### src/rtl/sy_pkg.sv
// Shared dispatch types for the sy pipeline.
// Provides the decoded-instruction bundle and issue target enum.
package sy_pkg;

    localparam int DIS_NUM_TGT = 3;

    typedef enum logic [1:0] {
        TO_EXU = 2'd0,
        TO_LSU = 2'd1,
        TO_CSR = 2'd2
    } issue_type_e;

    typedef struct packed {
        issue_type_e issue_type;
        logic [31:0] pc;
        logic [31:0] instr;
    } dispatch_t;

endpackage

### src/rtl/sy_ppl_dis_buf_if.sv
// Dispatch buffer bus: decode->dispatch push, dispatch->target issue,
// and dispatch->ROB allocate handshakes. slave = buffer, master = env.
interface sy_ppl_dis_buf_if
    import sy_pkg::*;
#(
    parameter int NUM_TGT = DIS_NUM_TGT
);

    logic               dec_dis__vld_i;
    logic               dis_dec__rdy_o;
    dispatch_t          dec_dis__data_i;
    logic [NUM_TGT-1:0] dis_tgt__vld_o;
    logic [NUM_TGT-1:0] tgt_dis__rdy_i;
    dispatch_t          dis_tgt__data_o;
    logic               dis_rob__vld_o;
    logic               rob_dis__rdy_i;

    modport slave (
        input  dec_dis__vld_i,
        input  dec_dis__data_i,
        input  tgt_dis__rdy_i,
        input  rob_dis__rdy_i,
        output dis_dec__rdy_o,
        output dis_tgt__vld_o,
        output dis_tgt__data_o,
        output dis_rob__vld_o
    );

    modport master (
        output dec_dis__vld_i,
        output dec_dis__data_i,
        output tgt_dis__rdy_i,
        output rob_dis__rdy_i,
        input  dis_dec__rdy_o,
        input  dis_tgt__vld_o,
        input  dis_tgt__data_o,
        input  dis_rob__vld_o
    );

endinterface

### src/rtl/sy_ppl_dis_buf.sv
// In-order dispatch buffer: circular FIFO between decode and issue.
// Ports: clk_i, rst_i (async, active-low), flush_i, bus (slave),
// dis_cnt_o (occupancy), dis_stall_cnt_o (saturating stall cycles).
module sy_ppl_dis_buf
    import sy_pkg::*;
#(
    parameter int DEPTH   = 4,
    parameter int NUM_TGT = DIS_NUM_TGT
) (
    input  logic                  clk_i,
    input  logic                  rst_i,
    input  logic                  flush_i,
    sy_ppl_dis_buf_if.slave       bus,
    output logic [$clog2(DEPTH):0] dis_cnt_o,
    output logic [31:0]           dis_stall_cnt_o
);

    localparam int PW = $clog2(DEPTH);
    localparam int CW = PW + 1;

    logic [PW-1:0] r_wr_ptr;
    logic [PW-1:0] r_rd_ptr;
    logic [CW-1:0] r_cnt;
    logic [31:0]   r_stall;
    dispatch_t     r_mem [DEPTH];

    dispatch_t          w_head;
    logic [1:0]         w_sel;
    logic [NUM_TGT-1:0] w_tgt_hit;
    logic               w_tgt_rdy;
    logic               w_nempty;
    logic               w_full;
    logic               w_push;
    logic               w_pop;
    logic               w_stall_inc;

    assign w_head   = r_mem[r_rd_ptr];
    assign w_sel    = w_head.issue_type;
    assign w_nempty = (r_cnt != '0);
    assign w_full   = (r_cnt == CW'(DEPTH));

    // Decode the head's target; an out-of-range selector matches no
    // target, so it never sees a ready and simply sits at the head.
    always_comb begin
        w_tgt_hit = '0;
        w_tgt_rdy = 1'b0;
        for (int t = 0; t < NUM_TGT; t++) begin
            if (32'(w_sel) == 32'(t)) begin
                w_tgt_hit[t] = 1'b1;
                w_tgt_rdy    = bus.tgt_dis__rdy_i[t];
            end
        end
    end

    // Ready depends only on registered occupancy, so a full buffer
    // refuses a push even in a cycle where the head pops.
    assign w_push = bus.dec_dis__vld_i && !w_full && !flush_i;
    assign w_pop  = w_nempty && !flush_i
                 && bus.rob_dis__rdy_i && w_tgt_rdy;

    assign w_stall_inc = w_nempty && !flush_i && !w_pop;

    assign bus.dis_dec__rdy_o  = !w_full;
    assign bus.dis_tgt__vld_o  = {NUM_TGT{w_pop}} & w_tgt_hit;
    assign bus.dis_rob__vld_o  = w_pop;
    assign bus.dis_tgt__data_o = w_head;

    assign dis_cnt_o       = r_cnt;
    assign dis_stall_cnt_o = r_stall;

    always_ff @(posedge clk_i or negedge rst_i) begin
        if (!rst_i) begin
            r_wr_ptr <= '0;
            r_rd_ptr <= '0;
            r_cnt    <= '0;
        end else if (flush_i) begin
            r_wr_ptr <= '0;
            r_rd_ptr <= '0;
            r_cnt    <= '0;
        end else begin
            if (w_push) r_wr_ptr <= r_wr_ptr + PW'(1);
            if (w_pop)  r_rd_ptr <= r_rd_ptr + PW'(1);
            case ({w_push, w_pop})
                2'b10:   r_cnt <= r_cnt + CW'(1);
                2'b01:   r_cnt <= r_cnt - CW'(1);
                default: r_cnt <= r_cnt;
            endcase
        end
    end

    // Stall count survives flush; only reset clears it.
    always_ff @(posedge clk_i or negedge rst_i) begin
        if (!rst_i) begin
            r_stall <= '0;
        end else if (w_stall_inc && (r_stall != '1)) begin
            r_stall <= r_stall + 32'd1;
        end
    end

    // Storage is deliberately left out of reset.
    always_ff @(posedge clk_i) begin
        if (w_push) r_mem[r_wr_ptr] <= bus.dec_dis__data_i;
    end

endmodule

### src/flat_wrapper.sv
// flat-port wrapper written by rule: the top's interface ports become plain ports
module sy_ppl_dis_buf_flat import sy_pkg::*;
#(
    parameter int DEPTH   = 4,
    parameter int NUM_TGT = DIS_NUM_TGT
)
  (clk_i, rst_i, flush_i, dis_cnt_o, dis_stall_cnt_o, bus_dec_dis__vld_i, bus_dec_dis__data_i, bus_tgt_dis__rdy_i, bus_rob_dis__rdy_i, bus_dis_dec__rdy_o, bus_dis_tgt__vld_o, bus_dis_tgt__data_o, bus_dis_rob__vld_o);
  sy_ppl_dis_buf_if #(.NUM_TGT(NUM_TGT)) bus_i ();
  input  logic clk_i;
  input  logic rst_i;
  input  logic flush_i;
  output logic [$clog2(DEPTH):0] dis_cnt_o;
  output logic [31:0] dis_stall_cnt_o;
  input wire logic [$bits(bus_i.dec_dis__vld_i)-1:0] bus_dec_dis__vld_i;
  input wire logic [$bits(bus_i.dec_dis__data_i)-1:0] bus_dec_dis__data_i;
  input wire logic [$bits(bus_i.tgt_dis__rdy_i)-1:0] bus_tgt_dis__rdy_i;
  input wire logic [$bits(bus_i.rob_dis__rdy_i)-1:0] bus_rob_dis__rdy_i;
  output wire logic [$bits(bus_i.dis_dec__rdy_o)-1:0] bus_dis_dec__rdy_o;
  output wire logic [$bits(bus_i.dis_tgt__vld_o)-1:0] bus_dis_tgt__vld_o;
  output wire logic [$bits(bus_i.dis_tgt__data_o)-1:0] bus_dis_tgt__data_o;
  output wire logic [$bits(bus_i.dis_rob__vld_o)-1:0] bus_dis_rob__vld_o;
  assign bus_i.dec_dis__vld_i = bus_dec_dis__vld_i;
  assign bus_i.dec_dis__data_i = bus_dec_dis__data_i;
  assign bus_i.tgt_dis__rdy_i = bus_tgt_dis__rdy_i;
  assign bus_i.rob_dis__rdy_i = bus_rob_dis__rdy_i;
  assign bus_dis_dec__rdy_o = bus_i.dis_dec__rdy_o;
  assign bus_dis_tgt__vld_o = bus_i.dis_tgt__vld_o;
  assign bus_dis_tgt__data_o = bus_i.dis_tgt__data_o;
  assign bus_dis_rob__vld_o = bus_i.dis_rob__vld_o;
  sy_ppl_dis_buf #(.DEPTH(DEPTH), .NUM_TGT(NUM_TGT)) u_core (.clk_i(clk_i), .rst_i(rst_i), .flush_i(flush_i), .bus(bus_i), .dis_cnt_o(dis_cnt_o), .dis_stall_cnt_o(dis_stall_cnt_o));
endmodule
### config.mk
export PLATFORM = sky130hd
export DESIGN_NAME = sy_ppl_dis_buf_flat
export DESIGN_NICKNAME = d
export VERILOG_FILES = /design/src/rtl/sy_pkg.sv /design/src/rtl/sy_ppl_dis_buf_if.sv /design/src/rtl/sy_ppl_dis_buf.sv /design/src/flat_wrapper.sv
export SDC_FILE = /design/constraint.sdc
export NUM_CORES = 1
export LEC_CHECK = 0
export ABC_AREA = 1
export CORE_ASPECT_RATIO = 0.8
export CORE_MARGIN = 2
export CORE_UTILIZATION = 50
export DETAILED_ROUTE_END_ITERATION = 10
export PLACE_DENSITY = 0.74
export RECOVER_POWER = 100
export SYNTH_ARGS = -nofsm -noshare
export SYNTH_HDL_FRONTEND = slang
export SYNTH_SLANG_ARGS = --single-unit
### constraint.sdc
create_clock -name clk_i -period 10 [get_ports clk_i]
set_input_delay 2 -clock clk_i [delete_from_list [all_inputs] [get_ports clk_i]]
set_output_delay 2 -clock clk_i [all_outputs]
set_load 0.1 [all_outputs]
# [Yosys cells after proc, flatten, opt, wreduce, memory -nomap -nowiden]
# Memory sizes are Yosys's and may differ from the RTL's.
# Index checks and enable logic that the tools add are counted.
[totals] reg_bits=39 latch_bits=0 mem_bits_rw=264 rom_bits=0 input_bits=74 output_inout_bits=106 word_cells=46 mem_count=1
[op_classes] addsub=5 mul=0 n_div=0 magnitude_cmp=0 eq_ne=6 shifts=0 mux=14 bitwise=1 n_reduce_logical=15
[memory_table] memory="u_core.r_mem" words=4 width=66 read_ports=1 rd_ports_with_merged_regs=0 wr=1 line="sy_ppl_dis_buf.sv:25" text="dispatch_t r_mem [DEPTH];"
[ops] cell="$add 32x1->32 const B" n=1
[ops] cell="$ne 32x32->1 const B" n=1
[ops] cell="$mux 1" n=8
[ops] cell="$mux 2" n=4
[ops] cell="$logic_and 1x1->1" n=7
[ops] cell="$pmux 3 s2" n=1
[ops] cell="$reduce_bool 3->1" n=2
[ops] cell="$add 2x1->2 const B" n=2
[ops] cell="$eq 2x1->1 const B" n=2
[ops] cell="$eq 2x2->1 const B" n=2
[ops] cell="$reduce_bool 2->1" n=2
[ops] cell="$add 3x1->3 const B" n=1
[ops] cell="$and 3x3->3" n=1
[ops] cell="$eq 3x3->1 const B" n=1
[ops] cell="$logic_not 1->1" n=3
[ops] cell="$mux 3" n=1
[ops] cell="$sub 3x1->3 const B" n=1
[ops] cell="$logic_not 2->1" n=1

# [Depth between registers and ports, before layout]
# Gate-level depths: netlist (run 1).
# An unclocked memory read counts as a cell.
[depth] word_depth=9 ltp_mapped=19

# [Least setup slack after synthesis (run 1)]
# No wires, ideal clock.
[synth_path] path_kind="input port to output port" from="in flush_i" to="out bus_dis_tgt__vld_o[0]" arrival_time_ps=4631 required_ps=8000 slack_ps=3369 path_stages=8 n_path_buf=1 cell_sequence="inv_1 nand2_1 nor2_1 nand2_1 inv_2 nand2_4 buf_4 nor3_1"
[synth_between] elab_chain_len=5
[synth_lines] element="from (decl)" line="flat_wrapper.sv:11" text="input logic flush_i;"
[synth_lines] element="$logic_not 1->1" line="sy_ppl_dis_buf.sv:58" text="assign w_pop = w_nempty && !flush_i"
[synth_lines] element="$logic_and 1x1->1" line="sy_ppl_dis_buf.sv:58"
[synth_lines] element="$logic_and 1x1->1 (2 in series)" line="sy_ppl_dis_buf.sv:59" text="&& bus.rob_dis__rdy_i && w_tgt_rdy;"
[synth_lines] element="$and 3x3->3" line="sy_ppl_dis_buf.sv:64" text="assign bus.dis_tgt__vld_o = {NUM_TGT{w_pop}} & w_tgt_hit;"
[synth_lines] element="to (decl)" line="flat_wrapper.sv:19" text="output wire logic [$bits(bus_i.dis_tgt__vld_o)-1:0] bus_dis_tgt__vld_o;"
# No other way between the ends.

# [Worst setup path after layout (run 1)]
[layout_path] from="reg u_core.r_rd_ptr[0]" to="out bus_dis_tgt__vld_o[0]"
[layout_between] elab_chain_len=7 elab_cells_between_ends=10 cone_classes="2 x eq/ne; 4 x mux; 1 x bitwise; 2 x reduce/logical; 1 x memory"
[layout_lines] element="from (decl)" line="sy_ppl_dis_buf.sv:22" text="logic [PW-1:0] r_rd_ptr;"
[layout_lines] element="from (signal assigned)" line="sy_ppl_dis_buf.sv:82" text="if (w_pop) r_rd_ptr <= r_rd_ptr + PW'(1);"
[layout_lines] element="$mem_v2 4x66 *"
[layout_lines] element="$logic_not 2->1" line="sy_ppl_dis_buf.sv:48" text="if (32'(w_sel) == 32'(t)) begin"
[layout_lines] element="$mux 1 (3 in series)" line="sy_ppl_dis_buf.sv:48"
[layout_lines] element="$logic_and 1x1->1" line="sy_ppl_dis_buf.sv:59"
[layout_lines] element="$and 3x3->3 *" line="sy_ppl_dis_buf.sv:64"
# Mark *: on every way between the ends. The rest lies on a longest branch, timed or not.

==> results.txt, run 1 <==
* Run status: finished, violations left
* Failing checks: max-capacitance violations, max-slew violations
- The count of nets left with antenna violations once routing finished came out at 0.
- Proportion of synthesized area in mux cells: 0
- Buffer type at the clock tree root: clkbuf_16
- Area share of fa/ha/maj cells after synthesis: 0.006665
- Number of fill cells in the layout: 1,909
- For this run, the number of Yosys warnings is 0.
- Of the total synthesized cell area, the portion taken by XOR and XNOR cells is 0.01979.
* CTS tree: done
- The net count of the finished layout is 1,253.
- Synthesized-area fraction occupied by ao, oa, aoi and oai cells: 0.09997
- Cell repeated most along the worst path: nand2_1
- Global-route usage over all layers: 0.2032
* Gpl congestion: 0.8715
- The largest single stage delay on the critical path is 1.23 ns.
* Headroom to the max-slew limit: -1.085
- Clock Skew: 0.01319 ns
* Startpoint kind of the worst setup timing path: flop
- For the worst setup path, the data required time is 8.00 ns.
* Largest net degree at the start of global routing: 104
- Die Outline Area: 0.02606 mm^2
* Via Count: 8,133
- Distinct cells, synth: 35
* Final count of hold timing violations: 0
* Core Region: 0.02431 mm^2
* Antenna violations before repair: 11
* Syn_area_per_cell: 12.34 um^2
- Post-DR wirelength/cell: 17.65 um
* Ratio of cells with drive above 1 in the final layout: 0.06616
* Slack of the worst reg-to-reg path: 4.12 ns
* Crit path max-delay cell type: dlygate4sd3_1
- Area growth from synthesis to layout: 23.03%
* Wire length of the first global-routing pass: 42.11 mm
- Row generation in the floorplan step produced 51 rows.
* Clock slew seen by the registers of the worst setup and hold paths: 0.07 ns
* Number of buffer cells added on primary ports: 179
- TritonCTS created 30 clock buffers.
* Final global-route overflow total: 0
- Critical path data arrival time: 5.55 ns
* Setup tns final: 0 ns
* Flip-flop cell with the highest count after synthesis: edfxtp_1
* # DRC: 0
- The analysis attributes to cell leakage a power of 5.410 nW.
- Setup repair after global routing missed its margin: no
- Worst setup path category: reg2out
* Slack of the critical path: 2.447 ns
- OpenSTA, run right after detailed placement, puts the worst setup slack at 3.648 ns.
* Cell Pwr Density: 222.7 mW/mm^2
- Starting Density: 0.5096
* Register area share after synthesis: 0.7186
- Minimum clock period: 7.553 ns
- Summing all flip-flop and latch instances after layout gives 0.008909 mm^2.
- Fraction of synthesis flops using an asynchronous set or reset pin: 0.1287
* Max-cap violations: 10
- Synthesis produced 1,004 cells.
- Chip Width: 180 um
- Counting every net in the synthesized netlist gives 1,084.
- By area, the combinational part of the netlist is dominated by simple AND/OR/NAND/NOR gates.
* Maximum fanout count along the critical path: 103
- Post-CTS repair changed the size of 0 cells.
- Vias in the first global route: 7,713
* Number of synthesized flops with an enable pin: 264
- Using the TritonRoute via totals, the vias-per-cell ratio works out to 5.354.
* Critical path endpoint category: output port
- Buffers added to address setup during post-CTS repair amount to 0.
- Setup violations remaining at the end of the flow were counted as 0.
- Cell area after technology mapping: 0.01239 mm^2
* Basic-gate share of the synthesized area counting and, or, nand and nor cells: 0.1163
- Pin slew with the least headroom to its limit: 3.128 ns
- The number of hold buffers added after CTS was 0.
- Deepest level of the CTS H-tree: 1
- Die H: 144.8 um
- The worst-case IR drop observed on VDD is 174.9 uV.
* Dpl hpwl: 16.10 mm
- Cells traversed along the worst timing path: clkinvlp_2, buf_4, nand2_1, nand2_1, nand2_1, nand2_1, nand3_1, nand2_1, inv_2, nand2_1, nor3_1, dlygate4sd3_1
- Final hold analysis gives a worst-case slack of 0.5253 ns.
- Share of the clock period used by the worst path: 0.7553
* Number of sinks handled by clock tree synthesis: 303
- The max-slew violation count is 366.
- For this design the top-level I/O count stands at 180.
- Final Core Density: 0.6270
* Area of the multi-input gates: 0.002952 mm^2
- For this run, the detailed router's first-pass iteration total came to 5.
- Based on the critical path, the design can be clocked at up to 0.1324 GHz.
* Synth Register Bits: 303
* Final non-filler cell total: 1,519
* Clock latency on the worst-skew pair: 0.55 ns
* Hold WC Path Type: reg2reg
- The number of placed instances, taps included, is 1,459.
* Maximum root-to-sink buffer count: 3
- After the first detailed-routing iteration, the DRC count stood at 677.
- Wires add up to 26.82 mm.
-- sequential cells by signal (all words and copies together), names as in the netlist --
| name | count |
|---|---|
| u_core.r_mem | 264 |
| u_core.dis_stall_cnt_o | 32 |
| u_core.r_rd_ptr | 2 |
| u_core.r_wr_ptr | 2 |
| u_core.dis_cnt_o | 3 |
-- synthesized netlist by cell type, types with 3 or more instances --
cell type	count	area share
o22ai_1	64	0.032
nand2_2	15	0.0076
o21ai_2	10	0.0071
nand3_1	15	0.0061
edfxtp_1	264	0.64
nor3_1	15	0.0061
clkbuf_1	42	0.013
nor2_1	164	0.050
o21ai_0	147	0.059
dfrtp_1	39	0.079
nand4_1	16	0.0081
buf_6	3	0.0027
xor2_1	12	0.0085
xnor2_1	16	0.011
nand2_1	92	0.028
inv_1	58	0.018
inv_2	6	0.0018
ha_1	5	0.0050
-- metrics by stage --
| step | total power [mW] | cell area [um^2] |
|---|---|---|
| 3_3_place_gp | 2.430 | 14430 |
| 3_5_place_dp | 2.437 | 14430 |
| 4_1_cts | 3.462 | 15330 |
| 2_1_floorplan | 2.213 | 12390 |
| 6_report | 3.394 | 15240 |
| 5_1_grt | 3.517 | 15240 |
-- layout make-up --
class,instances,share of cell area
Sequential cell,303,0.5844
Multi-Input combinational cell,587,0.1936
Timing Repair Buffer,187,0.1201
Clock buffer,33,0.04998
Tap cell,318,0.02610
Inverter,64,0.01584
Clock inverter,20,0.008864
Antenna cell,7,0.001149
-- cells in the final DEF (no fill, tap or decap), types with 2 or more instances in the layout --
| cell | instances |
|---|---|
| clkbuf_1 | 8 |
| nor2_1 | 164 |
| clkinv_1 | 7 |
| clkinvlp_2 | 2 |
| clkdlybuf4s50_1 | 5 |
| clkbuf_16 | 30 |
| nand2_2 | 14 |
| edfxtp_1 | 264 |
| clkinvlp_4 | 3 |
| clkinv_2 | 7 |
| xor2_1 | 12 |
| nor3_1 | 15 |
| o22ai_1 | 64 |
| dfrtp_1 | 37 |
| nand2_1 | 94 |
| diode_2 | 7 |
| a21oi_1 | 2 |
| ha_1 | 5 |
| inv_2 | 6 |
| inv_1 | 57 |
| nand4_1 | 16 |
| xnor2_1 | 16 |
| nand3_1 | 16 |
| o21ai_0 | 157 |
| buf_4 | 4 |
| dlygate4sd3_1 | 173 |
| nand3_2 | 2 |
-- power breakdown --
part	total [mW]	leakage [nW]	internal [mW]	switching [mW]
Combinational	0.865	2.05	0.164	0.700
Sequential	1.50	2.92	1.46	0.0437
Clock	1.03	0.433	0.571	0.455
Total	3.39	5.41	2.20	1.20
-- worst paths after layout --
path,start,end,cells after the start
setup / recovery,u_core.r_rd_ptr[0],bus_dis_tgt__vld_o[0],12
hold / removal,u_core.dis_stall_cnt_o[31],u_core.dis_stall_cnt_o[31],2
setup reg to reg,u_core.r_rd_ptr[0],u_core.dis_stall_cnt_o[7],12
hold reg to reg,u_core.dis_stall_cnt_o[31],u_core.dis_stall_cnt_o[31],2
max in group asynchronous,rst_i,u_core.r_rd_ptr[0],1
min in group asynchronous,rst_i,u_core.dis_stall_cnt_o[20],1
-- per-layer routing --
metal | up-vias | part of all wire | global-route usage
li1 | 3927 | - | -
met1 | 3946 | 0.47 | 0.2900
met2 | 210 | 0.45 | 0.3202
met3 | 40 | 0.062 | 0.04930
met4 | 10 | 0.016 | 0.04536
met5 | - | 0.0026 | 0
-- logic make-up (layout without fill, tap and decap cells) --
family,after synthesis,count (layout)
xor gates and xnor gates,28,28
adders and majority gates,6,6
other,0,7
and+or+nand+nor,329,329
DFF,303,303
AOI/OAI and AO/OA,224,224
buffers and inverters,114,304
-- critical path, delay by kind of cell, from the launching register on --
family,cells,cell delay [ns]
buffers and inverters,4,3.05
and+or+nand+nor,8,1.18
DFF,1,0.68
(Power assumes the default switching activity.)
==> run 2, diff against run 1 <==
- clock period: 10 -> 7.1 ns (I/O delays scaled with it)
==> run 2 against run 1 <==
- the run still ends with max-capacitance violations, max-slew violations left
- hold slack got worse by 0.010 ns
- combinational power increased by 42%
- first-iteration DRC count decreased by 0.15%
- critical endpoint is now bus_dis_tgt__vld_o[1]
- largest cell class unchanged
- highest routed layer unchanged
==> results.txt, run 2 (synthesis gave the netlist of run 1 again) <==
* Highest routed layer: met5
- The top-level port count is 180 (unchanged).
* Minimum clock period: 5.897 ns
* Run status: finished, violations left
- The maximum number of pins on one net before global-route repair is 118 (+13%).
- Number of fill cells in the layout: 1,901 (-0.42%)
- The buffers plus inverters on the worst setup path is 3 (-1).
- Number of buffers inserted during clock tree synthesis: 30 (unchanged)
* Deepest level of the CTS H-tree: 1 (unchanged)
- The total overflow reported by the global router was 0 (unchanged).
* Commonest cells after routing, fill and taps aside: edfxtp_1 (264), dlygate4sd3_1 (173), nor2_1 (163)
- Core Region: 0.02431 mm^2 (unchanged)
* Setup tns final: 0 ns (unchanged)
* Share of the clock period used by the worst path: 0.8306
* Startpoint kind of the worst setup timing path: flop
- Clock latency on the worst-skew pair: 0.56 ns (about the same)
- Slew Viols, Final: 291 (-20%)
- Cells traversed along the worst timing path: buf_4, nand2_1, nand3_2, nand2_1, nand3_1, nand2_1, inv_1, nand2_4, nor3_1, dlygate4sd3_1
* Sum of met3 wire segment lengths after detailed routing: 2.188 mm (+31%)
* Headroom to the max-slew limit: -1.919 (-0.8334)
* Final setup violation count: 0 (unchanged)
* Row cnt: 51 (unchanged)
- Chip Width: 180 um (unchanged)
- Maximum root-to-sink buffer count: 3 (unchanged)
- The data arrival time of the critical path came to 4.48 ns (-1.07 ns).
- Leaving out fill and tap cells, the most frequent cell in the layout is edfxtp_1.
* Hold WC Path Type: reg2reg
- The via count of the first global-routing pass came to 7,894 (+2.3%).
- The final reports fail on max-capacitance violations, max-slew violations.
- Detailed Route Iter0 Violations: 676 (-0.15%)
- Clock slew seen by the registers of the worst setup and hold paths: 0.06 ns (about the same)
* Required time of the worst setup path: 5.68 ns (-2.32 ns)
* Starting Density: 0.5096 (unchanged)
- The number of nets in the layout was 1,253 (unchanged).
* Clock Skew: 0.01830 ns (+0.005107 ns)
* PostCTS Resize Cnt: 0 (unchanged)
* Number of flip-flops in the largest register: 264 (unchanged)
- Overall power: 4.933 mW (+45%)
- Count of hold buffers inserted by post-cts repair: 0 (unchanged)
- The longest individual stage delay on the worst path is 1.22 ns (about the same).
- Pin slew with the least headroom to its limit: 4.378 ns (+1.250 ns)
- The met1 wire length came to 11.73 mm (-6.2%).
* Number of detailed-routing iterations run before antenna repair: 5 (unchanged)
- Setup repair after global routing missed its margin: no
* Post-detailed-routing wire length: 26.73 mm (-0.31%)
- Largest reg by FF count: u_core.r_mem
* Crit-path leading delay family: buffers and inverters
* Cell Pwr Density: 321.2 mW/mm^2 (+44%)
* Routed length on met2: 12.05 mm (-0.82%)
* Worst VDD drop: 236.6 uV (+35%)
- Number of sinks handled by clock tree synthesis: 303 (unchanged)
- Antenna violations before repair: 11 (unchanged)
- Derived from the worst setup path, the maximum achievable clock frequency is 0.1696 GHz.
* Leakage power: 5.483 nW (+1.3%)
- Number of buffer cells added on primary ports: 179 (unchanged)
- The global-route usage over all layers was 0.2027 (-0.0004954).
* Post-CTS repair timing setup buffer count: 0 (unchanged)
* Buffer type at the clock tree root: clkbuf_16
* Via Count: 8,148 (+0.18%)
* Final count of hold timing violations: 0 (unchanged)
* Remaining antenna violation count: 0 (unchanged)
- The most numerous cell type found on the critical path is nand2_1.
* Crit path max-delay cell type: dlygate4sd3_1
- Gpl congestion: 0.8813 (+1.1%)
- The final routed DRC violation total is 0 (unchanged).
* Worst setup path category: reg2out
* Die H: 144.8 um (unchanged)
- The count of maximum capacitance violations is 7 (-3).
- Area growth from synthesis to layout: 23.95%
- Via-to-Cell Ratio: 5.364 (+0.18%)
* Wire length of the first global-routing pass: 41.91 mm (-0.47%)
* Ratio of cells with drive above 1 in the final layout: 0.06695 (+0.0007815)
- The biggest fanout along the worst timing path was 117 (+14%).
* CTS tree: done
- Dpl hpwl: 15.66 mm (-2.7%)
- The average wire per standard cell is 17.60 um (-0.31%).
* Die Outline Area: 0.02606 mm^2 (unchanged)
- Critical path endpoint category: output port
run 2: cell count changes in the layout (fill, tap and decap cells not counted), sizes merged:
cell | previous run | this run
clkinv | 15 | 12
clkbuf | 38 | 40
clkinvlp | 5 | 1
inv | 63 | 65
bufinv | 1 | 5
diode | 7 | 6
run 2: stage by stage:
stage | hold slack (ns) | cells | cell area [um^2] | util | setup slack [ns]
global route | 0.5588 | 1518 | 15360 | 0.6316 | 0.7972
detailed placement | 0.5061 | 1459 | 14430 | 0.5937 | 1.946
global placement | 0.5039 | 1459 | 14430 | 0.5937 | 1.960
finish | 0.5151 | 1519 | 15360 | 0.6317 | 1.203
floorplan | 0.5796 | 1004 | 12390 | - | 1.491
CTS | 0.5224 | 1513 | 15430 | 0.6348 | 1.518
run 2: final cells by class:
cell class / count / area (um^2) / area share
Antenna cell: 6 / 15.01 / 0.0009776
Clock buffer: 35 / 769.5 / 0.05010
Tap cell: 318 / 397.9 / 0.02591
Inverter: 64 / 242.7 / 0.01580
Clock inverter: 19 / 229.0 / 0.01491
Multi-Input combinational cell: 587 / 2967 / 0.1932
Timing Repair Buffer: 187 / 1833 / 0.1193
Sequential cell: 303 / 8905 / 0.5798
run 2: worst register-to-register path: cells and delay by family (launching register included):
family        cells  cell delay (ns)
simple gates      4             1.22
buf+inv           3             2.90
flops             1             0.42
run 2: power by group:
group          internal [mW]  leakage (nW)  total, mW  switching [mW]
Clock                  0.953         0.484       1.59           0.637
Combinational          0.232          2.07       1.23           0.995
Sequential              2.06          2.92       2.12          0.0588
Total                   3.24          5.48       4.93            1.69
run 2: routing by layer:
metal  global-route usage  vias to the layer above
met4              0.06376                       10
li1                     -                     3919
met2               0.3235                      263
met1               0.2686                     3897
met5                    0                        -
met3              0.06406                       59
run 2: worst paths after layout:
kind                                            start                    endpoint  slack (ns)  cells past startpoint
setup / recovery                   u_core.r_rd_ptr[0]       bus_dis_tgt__vld_o[1]        1.20                     10
hold / removal             u_core.dis_stall_cnt_o[31]  u_core.dis_stall_cnt_o[31]        0.52                      2
setup reg to reg                  u_core.dis_cnt_o[0]          u_core.r_mem[0][2]        2.05                      7
hold reg to reg            u_core.dis_stall_cnt_o[31]  u_core.dis_stall_cnt_o[31]        0.52                      2
max in group asynchronous                       rst_i          u_core.r_rd_ptr[1]        4.27                      1
min in group asynchronous                       rst_i  u_core.dis_stall_cnt_o[15]        1.48                      1
==> run 3, diff against run 2 <==
- CORE_UTILIZATION: 50 -> 49
- PLACE_DENSITY: 0.74 -> 0.76
- clock period: 7.1 -> 4.9 ns (I/O delays scaled with it)
==> run 3 against run 2 <==
- the flow still finishes with violations (max-capacitance violations, max-slew violations)
- power is 41% higher
- final cell count increased by 0.72%
- via count grew 0.75%
- utilization down 3.3 points
- clock skew down 0.0091 ns
- sequential power increased by 45%
- critical path type unchanged
- highest routed layer unchanged
==> results.txt, run 3 (synthesis gave the netlist of run 1 again) <==
- The worst hold path belongs to the class reg2reg.
- The proportion of total power due to net switching was 0.3579 (+0.01520).
- Buffer type at the clock tree root: clkbuf_16
* Area growth from synthesis to layout: 21.09%
* Number of flip-flops in the largest register: 264 (unchanged)
- Worst hold slack: 0.5231 ns (+0.008052 ns)
- Cell Pwr Density: 463.7 mW/mm^2 (+44%)
- The worst path setup slack after routing is 0.5135 ns (-0.6891 ns).
* Crit path max-delay cell type: clkbuf_1
- Run status: finished, violations left
* Global-route usage over all layers: 0.2042 (+0.001501)
* CTS tree: done
- Global Route met3 Usage: 0.06186 (-0.002203)
* Gpl congestion: 0.8852 (+0.44%)
- The number of hold buffers added after cts came to 0 (unchanged).
* Highest cell delay on the worst timing path: 0.91 ns (-0.31 ns)
- Number of top-level pins: 180 (unchanged)
* Via Count: 8,209 (+0.75%)
- Row cnt: 52 (+2.0%)
- The relative slew slack came to -0.5790 (+1.339).
- Worst setup path category: reg2out
- The total overflow reported by the global router was 0 (unchanged).
- Walking the worst path, the cells encountered are inv_4, buf_12, o21ai_0, o22ai_1, clkbuf_1.
* Setup tns final: 0 ns (unchanged)
* Global routing usage on met1: 0.2843 (+0.01572)
- Critical path data arrival time: 3.41 ns (-1.07 ns)
- The required time at the worst-slack endpoint was 3.92 ns (-1.76 ns).
- The number of violations reported at the end of detailed-routing iteration 0 was 718 (+6.2%).
- Final setup violation count: 0 (unchanged)
- The filler cell count in the final layout is 2,035 (+7.0%).
- Chip Width: 181.8 um (+0.99%)
- The buffers plus inverters on the worst setup path was 3 (unchanged).
- The max-slew violation count came to 259 (-11%).
- The actual transition at the worst max-transition pin was 2.369 ns (-2.009 ns).
* Die Outline Area: 0.02658 mm^2 (+2.0%)
- Fraction of power consumed by the clock network: 0.310 (-0.012)
* Core Region: 0.02505 mm^2 (+3.0%)
* Share of the clock period used by the worst path: 0.8952
- Leakage power: 5.397 nW (-1.6%)
- The total instance count after detailed placement was 1,468 (+0.62%).
* Internal Dissipation: 4.468 mW (+38%)
- The number of buffers on the longest clock path is 3 (unchanged).
* Number of detailed-routing iterations run before antenna repair: 5 (unchanged)
- Clock slew seen by the registers of the worst setup and hold paths: 0.06 ns (about the same)
- Worst VDD drop: 332.2 uV (+40%)
* # DRC: 0 (unchanged)
- The number of antenna violations at the first check in global routing is 8 (-3).
- The met2 capacity usage during global routing came to 0.3211 (-0.002380).
- The proportion of power drawn by combinational gates came to 0.248 (about the same).
- Wire length of the first global-routing pass: 43.21 mm (+3.1%)
- Post-detailed-routing wire length: 27.23 mm (+1.9%)
* Largest net degree at the start of global routing: 107 (-9.3%)
* P_sw: 2.491 mW (+47%)
- Based on the critical path, the design can be clocked at up to 0.2280 GHz.
- The power share of the sequential group came to 0.442 (+0.013).
* Number of buffer cells added on primary ports: 179 (unchanged)
- Clock Skew: 0.009241 ns (-0.009055 ns)
- Crit-path leading delay family: buffers and inverters
- Minimum clock period: 4.386 ns
- Sequential cell area: 0.008909 mm^2 (about the same)
* Failing checks: max-capacitance violations, max-slew violations
- STA classifies the critical path startpoint as a flop.
* Most common cell after layout, fill and taps aside: edfxtp_1
- Most utilized layer in the global route result: met2
* Finished layout cell area: 0.01500 mm^2 (-2.3%)
- Number of buffers inserted during clock tree synthesis: 31 (+3.3%)
* Overall power: 6.958 mW (+41%)
- Remaining antenna violation count: 0 (unchanged)
- Via-to-Cell Ratio: 5.365 (about the same)
- Starting Density: 0.4947 (-0.01499)
- The share of final-layout standard cells stronger than drive strength 1 came to 0.1042 (+0.03722).
- Largest reg by FF count: u_core.r_mem
* Area of the multi-input gates: 0.002979 mm^2 (+0.42%)
- The number of standard cells in the final layout excluding fillers is 1,530 (+0.72%).
- The post-placement worst setup slack is 1.429 ns (-0.5168 ns).
- Final Core Density: 0.5990 (-0.03272)
* PostCTS Resize Cnt: 0 (unchanged)
- Commonest cells after routing, fill and taps aside: edfxtp_1 (264), nor2_1 (163), o21ai_0 (151)
* Layout net count: 1,257 (+0.32%)
* Vias in the first global route: 7,951 (+0.72%)
- Critical path endpoint category: output port
- Maximum fanout count along the critical path: 106 (-9.4%)
- Clock latency on the worst-skew pair: 0.56 ns (about the same)
* Max-cap violations: 7 (unchanged)
* Number of sinks handled by clock tree synthesis: 303 (unchanged)
- Final count of hold timing violations: 0 (unchanged)
- Placed standard-cell area: 0.01433 mm^2 (-0.75%)
* Post-DR wirelength/cell: 17.80 um (+1.1%)
- Deepest level of the CTS H-tree: 1 (unchanged)
* Post-CTS repair timing setup buffer count: 0 (unchanged)
* Die H: 146.2 um (+0.99%)
- Setup repair after global routing missed its margin: no
- The post-detailed-placement half-perimeter wirelength is 16.36 mm (+4.5%).
## run 3: area by class of cell
type | instances | share of cell area
antenna | 6 | 0.001001
clock buffer | 34 | 0.05245
clock inverter | 22 | 0.009923
inverter | 64 | 0.01618
multi-input combinational | 587 | 0.1985
sequential | 303 | 0.5937
tap | 324 | 0.02702
timing repair buffer | 190 | 0.1012
## run 3: final timing paths
check                                      startpoint                         end  slack, ns  cells after the start
max                                u_core.r_rd_ptr[0]     bus_dis_tgt__data_o[41]       0.51                      5
min                        u_core.dis_stall_cnt_o[31]  u_core.dis_stall_cnt_o[31]       0.52                      2
max reg2reg                       u_core.dis_cnt_o[0]         u_core.r_mem[3][44]       1.04                      7
min reg2reg                u_core.dis_stall_cnt_o[31]  u_core.dis_stall_cnt_o[31]       0.52                      2
max in group asynchronous                       rst_i          u_core.r_rd_ptr[0]       2.41                      1
min in group asynchronous                       rst_i         u_core.dis_cnt_o[1]       1.01                      1
## run 3: worst min-delay path, cell delays in order, from the launching register on
cell,delay (ns)
dfrtp_1,0.36
nand2_1,0.06
o21ai_0,0.07
## run 3: power groups by stage
stage / Combinational, mW / Clock, mW / Sequential [mW]
after detailed placement: 1.83 / 0 / 3.12
after CTS: 1.84 / 2.21 / 3.07
after global routing: 1.81 / 2.32 / 3.09
final: 1.72 / 2.16 / 3.08
after global placement: 1.81 / 0 / 3.12
after floorplan: 1.16 / 0 / 3.36
## run 3: layer usage
layer	up-vias	routed length (um)
li1	3929	-
met1	3937	11930
met2	296	12470
met3	39	2383
met4	8	405
met5	-	46
